$ cat src/rtl/uart_alu_pkg.sv
// Shared types and constants for the UART ALU packet sequencer.
// Opcodes and header size match the host-side packet format.
package uart_alu_pkg;

  typedef enum logic [2:0] {
    IDLE,
    HDR,
    ECHO,
    OPER,
    RESULT,
    DRAIN
  } state_e;

  localparam logic [7:0] OP_ECHO = 8'hEC;
  localparam logic [7:0] OP_ADD  = 8'hA0;
  localparam logic [7:0] OP_XOR  = 8'hA1;

  localparam logic [15:0] HDR_BYTES = 16'd4;

endpackage

$ cat src/rtl/uart_alu_ctrl.sv
// Packet sequencer between UART RX and TX: parses a 4-byte header,
// then echoes the payload or streams a 32-bit ADD/XOR result.
module uart_alu_ctrl
  import uart_alu_pkg::*;
#(
  parameter int unsigned TIMEOUT_CYCLES = 25_000_000
) (
  input  logic       clk,
  input  logic       rst,
  input  logic [7:0] rx_data_i,
  input  logic       rx_valid_i,
  output logic       rx_ready_o,
  output logic [7:0] tx_data_o,
  output logic       tx_valid_o,
  input  logic       tx_ready_i,
  output logic       busy_o,
  output logic       err_o
);

  localparam logic [31:0] TMO_LAST = 32'(TIMEOUT_CYCLES) - 32'd1;
  localparam bit TMO_ON = (TIMEOUT_CYCLES != 0);

  state_e      state;
  logic [7:0]  opcode;
  logic [15:0] len;
  logic [15:0] cnt;
  logic [31:0] acc;
  logic [23:0] word;
  logic [31:0] timer;
  logic [1:0]  res_idx;
  logic        rdy_en;

  logic        rx_fire;
  logic        tx_fire;
  logic [15:0] cnt_nx;
  logic        last;
  logic [15:0] len_hdr;
  logic [31:0] word_nx;
  logic [31:0] acc_nx;
  logic [1:0]  res_idx_nx;
  logic        is_alu;
  logic        waiting;
  logic        tmo;

  assign rx_fire    = rx_valid_i & rx_ready_o;
  assign tx_fire    = tx_valid_o & tx_ready_i;
  assign cnt_nx     = cnt + 16'd1;
  assign last       = (cnt_nx == len);
  assign len_hdr    = {rx_data_i, len[7:0]};
  assign word_nx    = {rx_data_i, word};
  assign acc_nx     = (opcode == OP_ADD) ? acc + word_nx
                                         : acc ^ word_nx;
  assign res_idx_nx = res_idx + 2'd1;
  assign is_alu     = (opcode == OP_ADD) || (opcode == OP_XOR);
  assign busy_o     = (state != IDLE);

  // ECHO only waits on RX while no byte is pending on TX
  assign waiting = (state == HDR) || (state == OPER) ||
                   (state == DRAIN) ||
                   (state == ECHO && !tx_valid_o);
  assign tmo = TMO_ON && waiting && !rx_fire &&
               (timer == TMO_LAST);

  // rdy_en keeps rx_ready_o low while reset is held
  always_comb begin
    rx_ready_o = 1'b0;
    if (rdy_en) begin
      unique case (state)
        IDLE, HDR, OPER, DRAIN: rx_ready_o = 1'b1;
        ECHO:                   rx_ready_o = !tx_valid_o;
        default:                rx_ready_o = 1'b0;
      endcase
    end
  end

  always_ff @(posedge clk or negedge rst) begin
    if (!rst) begin
      state      <= IDLE;
      opcode     <= '0;
      len        <= '0;
      cnt        <= '0;
      acc        <= '0;
      word       <= '0;
      timer      <= '0;
      res_idx    <= '0;
      rdy_en     <= 1'b0;
      tx_data_o  <= '0;
      tx_valid_o <= 1'b0;
      err_o      <= 1'b0;
    end else begin
      rdy_en <= 1'b1;
      timer  <= (waiting && !rx_fire) ? timer + 32'd1 : '0;
      if (tmo) begin
        state      <= IDLE;
        err_o      <= 1'b1;
        tx_valid_o <= 1'b0;
      end else begin
        unique case (state)
          IDLE: if (rx_fire) begin
            opcode <= rx_data_i;
            err_o  <= 1'b0;
            cnt    <= 16'd1;
            acc    <= '0;
            state  <= HDR;
          end
          HDR: if (rx_fire) begin
            cnt <= cnt_nx;
            if (cnt == 16'd2) len[7:0] <= rx_data_i;
            if (cnt == 16'd3) begin
              len[15:8] <= rx_data_i;
              if (len_hdr < HDR_BYTES) begin
                err_o <= 1'b1;
                state <= IDLE;
              end else if (len_hdr == HDR_BYTES) begin
                if (is_alu) begin
                  res_idx    <= '0;
                  tx_data_o  <= 8'h00;
                  tx_valid_o <= 1'b1;
                  state      <= RESULT;
                end else begin
                  err_o <= (opcode != OP_ECHO);
                  state <= IDLE;
                end
              end else if ((!is_alu && opcode != OP_ECHO) ||
                           (is_alu && len_hdr[1:0] != 2'd0)) begin
                err_o <= 1'b1;
                state <= DRAIN;
              end else begin
                state <= is_alu ? OPER : ECHO;
              end
            end
          end
          ECHO: begin
            if (rx_fire) begin
              tx_data_o  <= rx_data_i;
              tx_valid_o <= 1'b1;
              cnt        <= cnt_nx;
            end else if (tx_fire) begin
              tx_valid_o <= 1'b0;
              if (cnt == len) state <= IDLE;
            end
          end
          OPER: if (rx_fire) begin
            cnt  <= cnt_nx;
            word <= word_nx[31:8];
            if (cnt[1:0] == 2'd3) acc <= acc_nx;
            if (last) begin
              res_idx    <= '0;
              tx_data_o  <= acc_nx[7:0];
              tx_valid_o <= 1'b1;
              state      <= RESULT;
            end
          end
          RESULT: if (tx_fire) begin
            if (res_idx == 2'd3) begin
              tx_valid_o <= 1'b0;
              state      <= IDLE;
            end else begin
              res_idx   <= res_idx_nx;
              tx_data_o <= acc[{res_idx_nx, 3'b000} +: 8];
            end
          end
          DRAIN: if (rx_fire) begin
            cnt <= cnt_nx;
            if (last) state <= IDLE;
          end
          default: state <= IDLE;
        endcase
      end
    end
  end

endmodule

$ cat config.mk
export PLATFORM = sky130hd
export DESIGN_NAME = uart_alu_ctrl
export DESIGN_NICKNAME = d
export VERILOG_FILES = /design/src/rtl/uart_alu_pkg.sv /design/src/rtl/uart_alu_ctrl.sv
export SDC_FILE = /design/constraint.sdc
export NUM_CORES = 1
export LEC_CHECK = 0
export ABC_CLOCK_PERIOD_IN_PS = 2720
export BUFFER_PORTS_ARGS = -buffer_cell sky130_fd_sc_hd__buf_2
export CAP_MARGIN = 25
export CORE_ASPECT_RATIO = 1.25
export CORE_MARGIN = 8
export CORE_UTILIZATION = 57
export DETAILED_ROUTE_END_ITERATION = 12
export PLACE_DENSITY = 0.81
export SLEW_MARGIN = 15
export SYNTH_ARGS = -nofsm -noshare
export SYNTH_HDL_FRONTEND = slang
export SYNTH_SLANG_ARGS = --single-unit
$ cat constraint.sdc
create_clock -name clk -period 2.72 [get_ports clk]
set_input_delay 0.544 -clock clk [delete_from_list [all_inputs] [get_ports clk]]
set_output_delay 0.544 -clock clk [all_outputs]
set_load 0.05 [all_outputs]
==> impl_metrics.env <==
export IMPL_fp_dieW_um=130.3
export IMPL_path_buf_inv=2
export IMPL_grt_overflow_total=0
export IMPL_die_height_um=158.8
export IMPL_hp_class="input pin to flip-flop"
export IMPL_synth_main_ff_cell="dfrtp_1"
export IMPL_grt_max_degree=62
export IMPL_track_usage=0.2648
export IMPL_drv_slew=0
export IMPL_cts_path_max_buffers=2
export IMPL_max_stage_delay_ns=0.40
export IMPL_peakVddDrop_mv=0.4278
export IMPL_cp_max_fo=7
export IMPL_status="finished, violations left"
export IMPL_grt_pass1_wl_mm=43.31
export IMPL_yosysMostFrequentCell="dfrtp_1"
export IMPL_place_gp_congestion=0.9720
export IMPL_synth_cells=1022
export IMPL_drt_iter0_markers=715
export IMPL_cts_root_buf="clkbuf_16"
export IMPL_period_minus_slack_ns=2.758
export IMPL_route_detailed_drc=0
export IMPL_synth_distinct_cells=81
export IMPL_coreArea_mm2=0.01607
export IMPL_cts_buffers=17
export IMPL_final_cell_area_mm2=0.01126
export IMPL_cts_htree_levels=4
export IMPL_rsz0062_at_grt="yes"
export IMPL_arrival_ns=3.08
export IMPL_total_power_mw=5.909
export IMPL_setup_viol=5
export IMPL_yosys_top_cells_count="144 x dfrtp_1, 131 x nand2_1, 99 x nor2_1, 82 x o21ai_0, 53 x a21oi_1"
export IMPL_insertion_delay_ns=0.44
export IMPL_skew_ns=0.01029
export IMPL_wl_per_cell_um=19.73
export IMPL_dr_pass1_iters=8
export IMPL_synth_edf_count=0
export IMPL_routed_wl_mm=26.92
export IMPL_syn_num_nets=1070
export IMPL_via_count=8609
export IMPL_cts_tree="yes"
export IMPL_io_pins=24
export IMPL_crit_path_end_kind="flip-flop"
export IMPL_critPathKind="flip-flop to flip-flop"
export IMPL_initial_core_util=0.5787
export IMPL_leakagePower_nw=5.050
export IMPL_dp_slack_ns=-0.2373
export IMPL_placed_cell_area_mm2=0.01033
export IMPL_numPortBuffers=23
export IMPL_synth_async_reset_ratio=1.000
export IMPL_reg2reg_depth=11
export IMPL_synthDominantCellAreaShare=0.3875
export IMPL_synth_area_top_cells="dfrtp_1 39%, nand2_1 5.3%, mux2_2 4.8%, ha_1 4.7%, o21ai_0 4.4%"
export IMPL_final_nets=1182
export IMPL_drv_cap=0
export IMPL_critical_path_top_delay_family="compound AO/OA/AOI/OAI gates"
export IMPL_setup_tns_ns=-0.1441
export IMPL_hold_viol=0
export IMPL_period_share=1.014
export IMPL_antenna_found_initial=0
export IMPL_syn_avg_cell_area_um2=9.100
export IMPL_tightest_slew_ns=0.9235
export IMPL_slowest_stage="dfrtp_2"
export IMPL_powerDensity_mw_per_mm2=524.8
export IMPL_violations="negative setup slack"
export IMPL_ys_warnings_count=0
export IMPL_yosysSeqAreaShare=0.3875
export IMPL_area_growth_pct=21.07
export IMPL_cp_cell_sequence="buf_4 > ha_4 > nand3_2 > or3_1 > a211o_1 > a21oi_1 > o22a_2 > nand2_4 > o31ai_4 > buf_12 > mux2_4"
export IMPL_setup_slack_ns=-0.03752
export IMPL_fin_hold_ws_ns=0.4813
export IMPL_rows=52
export IMPL_grt_pass1_vias=8577
export IMPL_layout_drive_gt1_share=0.2537
export IMPL_ant_nets=0
export IMPL_utilization=0.7006
export IMPL_routed_via_density=6.312
export IMPL_syn_area_mm2=0.009300
export IMPL_stdcell_count=1364
export IMPL_crit_path_start_kind="flip-flop"
export IMPL_synth_top_cell_by_area="dfrtp_1"
export IMPL_dpl_hpwl_mm=19.30
export IMPL_hold_depth=2
export IMPL_ys_ff_latch=144
export IMPL_worst_ep_required_time_ns=3.04
export IMPL_placedCellCount=1316
export IMPL_cp_num_cells=11
export IMPL_clock_fmax_ghz=0.3626
export IMPL_slew_limit_headroom=0.3837
export IMPL_cts_clk_slew_worst_paths_ns=0.06
export IMPL_cts_sinks=144
export IMPL_dieArea_mm2=0.02069
area by class of cell:
class	instances	area [um^2]
Multi-Input combinational cell	812	5684
Inverter	17	63.81
Clock buffer	19	432.9
Fill cell	1218	4811
Sequential cell	144	3611
Tap cell	216	270.3
Antenna cell	1	2.502
Timing Repair Buffer	142	1066
Clock inverter	13	128.9
logic make-up (layout without fill, tap and decap cells):
logic type,Yosys count,count (layout),share of synthesized area
AND/OR/NAND/NOR,385,385,0.2015
multiplexers,63,63,0.08664
XOR/XNOR,75,75,0.07225
other,1,2,0.0004032
flip-flops,144,144,0.3875
buffers and inverters,66,191,0.02892
adder cells (fa/ha/maj),36,36,0.04924
AO/OA/AOI/OAI,252,252,0.1736
worst register-to-register path, stage by stage, from the launching register on:
cell	delay [ns]
dfrtp_2	0.40
buf_4	0.14
ha_4	0.16
nand3_2	0.11
or3_1	0.40
a211o_1	0.29
a21oi_1	0.15
o22a_2	0.21
nand2_4	0.08
o31ai_4	0.23
buf_12	0.16
mux2_4	0.30
where the power goes:
part           internal [mW]  switching [mW]  total (mW)
sequential              2.26           0.151        2.41
clock                   1.28            1.01        2.29
combinational          0.461           0.748        1.21
worst paths after layout:
kind / start / endpoint / slack (ns)
worst max-delay path: cnt[0]$_DFFE_PN0P_ / tx_data_o[4]$_DFFE_PN0P_ / -0.04
worst min-delay path: rx_data_i[3] / word[19]$_DFFE_PN0P_ / 0.48
worst max register to register: cnt[0]$_DFFE_PN0P_ / tx_data_o[4]$_DFFE_PN0P_ / -0.04
worst min register to register: timer[0]$_DFF_PN0_ / timer[0]$_DFF_PN0_ / 0.49
max in group asynchronous: rst / word[12]$_DFFE_PN0P_ / 1.53
min in group asynchronous: rst / opcode[4]$_DFFE_PN0P_ / 0.56
layer usage:
layer	routed length (um)	global-route usage	up-vias
li1	-	-	3960
met1	10560	0.3210	4162
met2	13160	0.4274	362
met3	1600	0.04558	125
met4	1599	0.1609	0
met5	0	0	-
registers in the layout, summed over array words and instances (netlist names):
register    count
acc            32
timer          32
word           24
cnt            16
len            16
opcode          8
tx_data_o       8
state           3
res_idx         2
err_o           1
rdy_en          1
tx_valid_o      1
placed cells by master, fill, tap and decap left out, types with 7 or more instances in the layout:
master / synthesis / layout
o21ai_1: 3 / 8
mux2_2: 40 / 40
dfrtp_1: 144 / 138
mux4_2: 8 / 8
inv_1: 16 / 15
a21o_1: 11 / 11
and3_1: 13 / 13
or3_1: 12 / 12
xnor2_1: 43 / 40
o21ai_0: 82 / 74
buf_4: 2 / 112
a31oi_1: 10 / 10
nand4_1: 17 / 17
ha_1: 35 / 28
a211oi_1: 12 / 7
and4_1: 9 / 9
nor4_1: 13 / 11
o31ai_1: 9 / 8
a21oi_1: 53 / 49
nand3_1: 36 / 34
nand2_1: 131 / 131
mux2i_1: 10 / 10
clkbuf_16: 0 / 17
xor2_1: 30 / 30
nor2_1: 99 / 96
buf_2: 5 / 22
nor3_1: 15 / 12
what timing repair did:
item	in CTS	in global routing
buffers inserted	2	12
hold buffers	1	0
hold endpoints to repair	27	0
pin swaps	6	26
endpoints found under the setup margin	14	22
resized for setup	12	48
cloned	0	0
(Power assumes the default switching activity.)
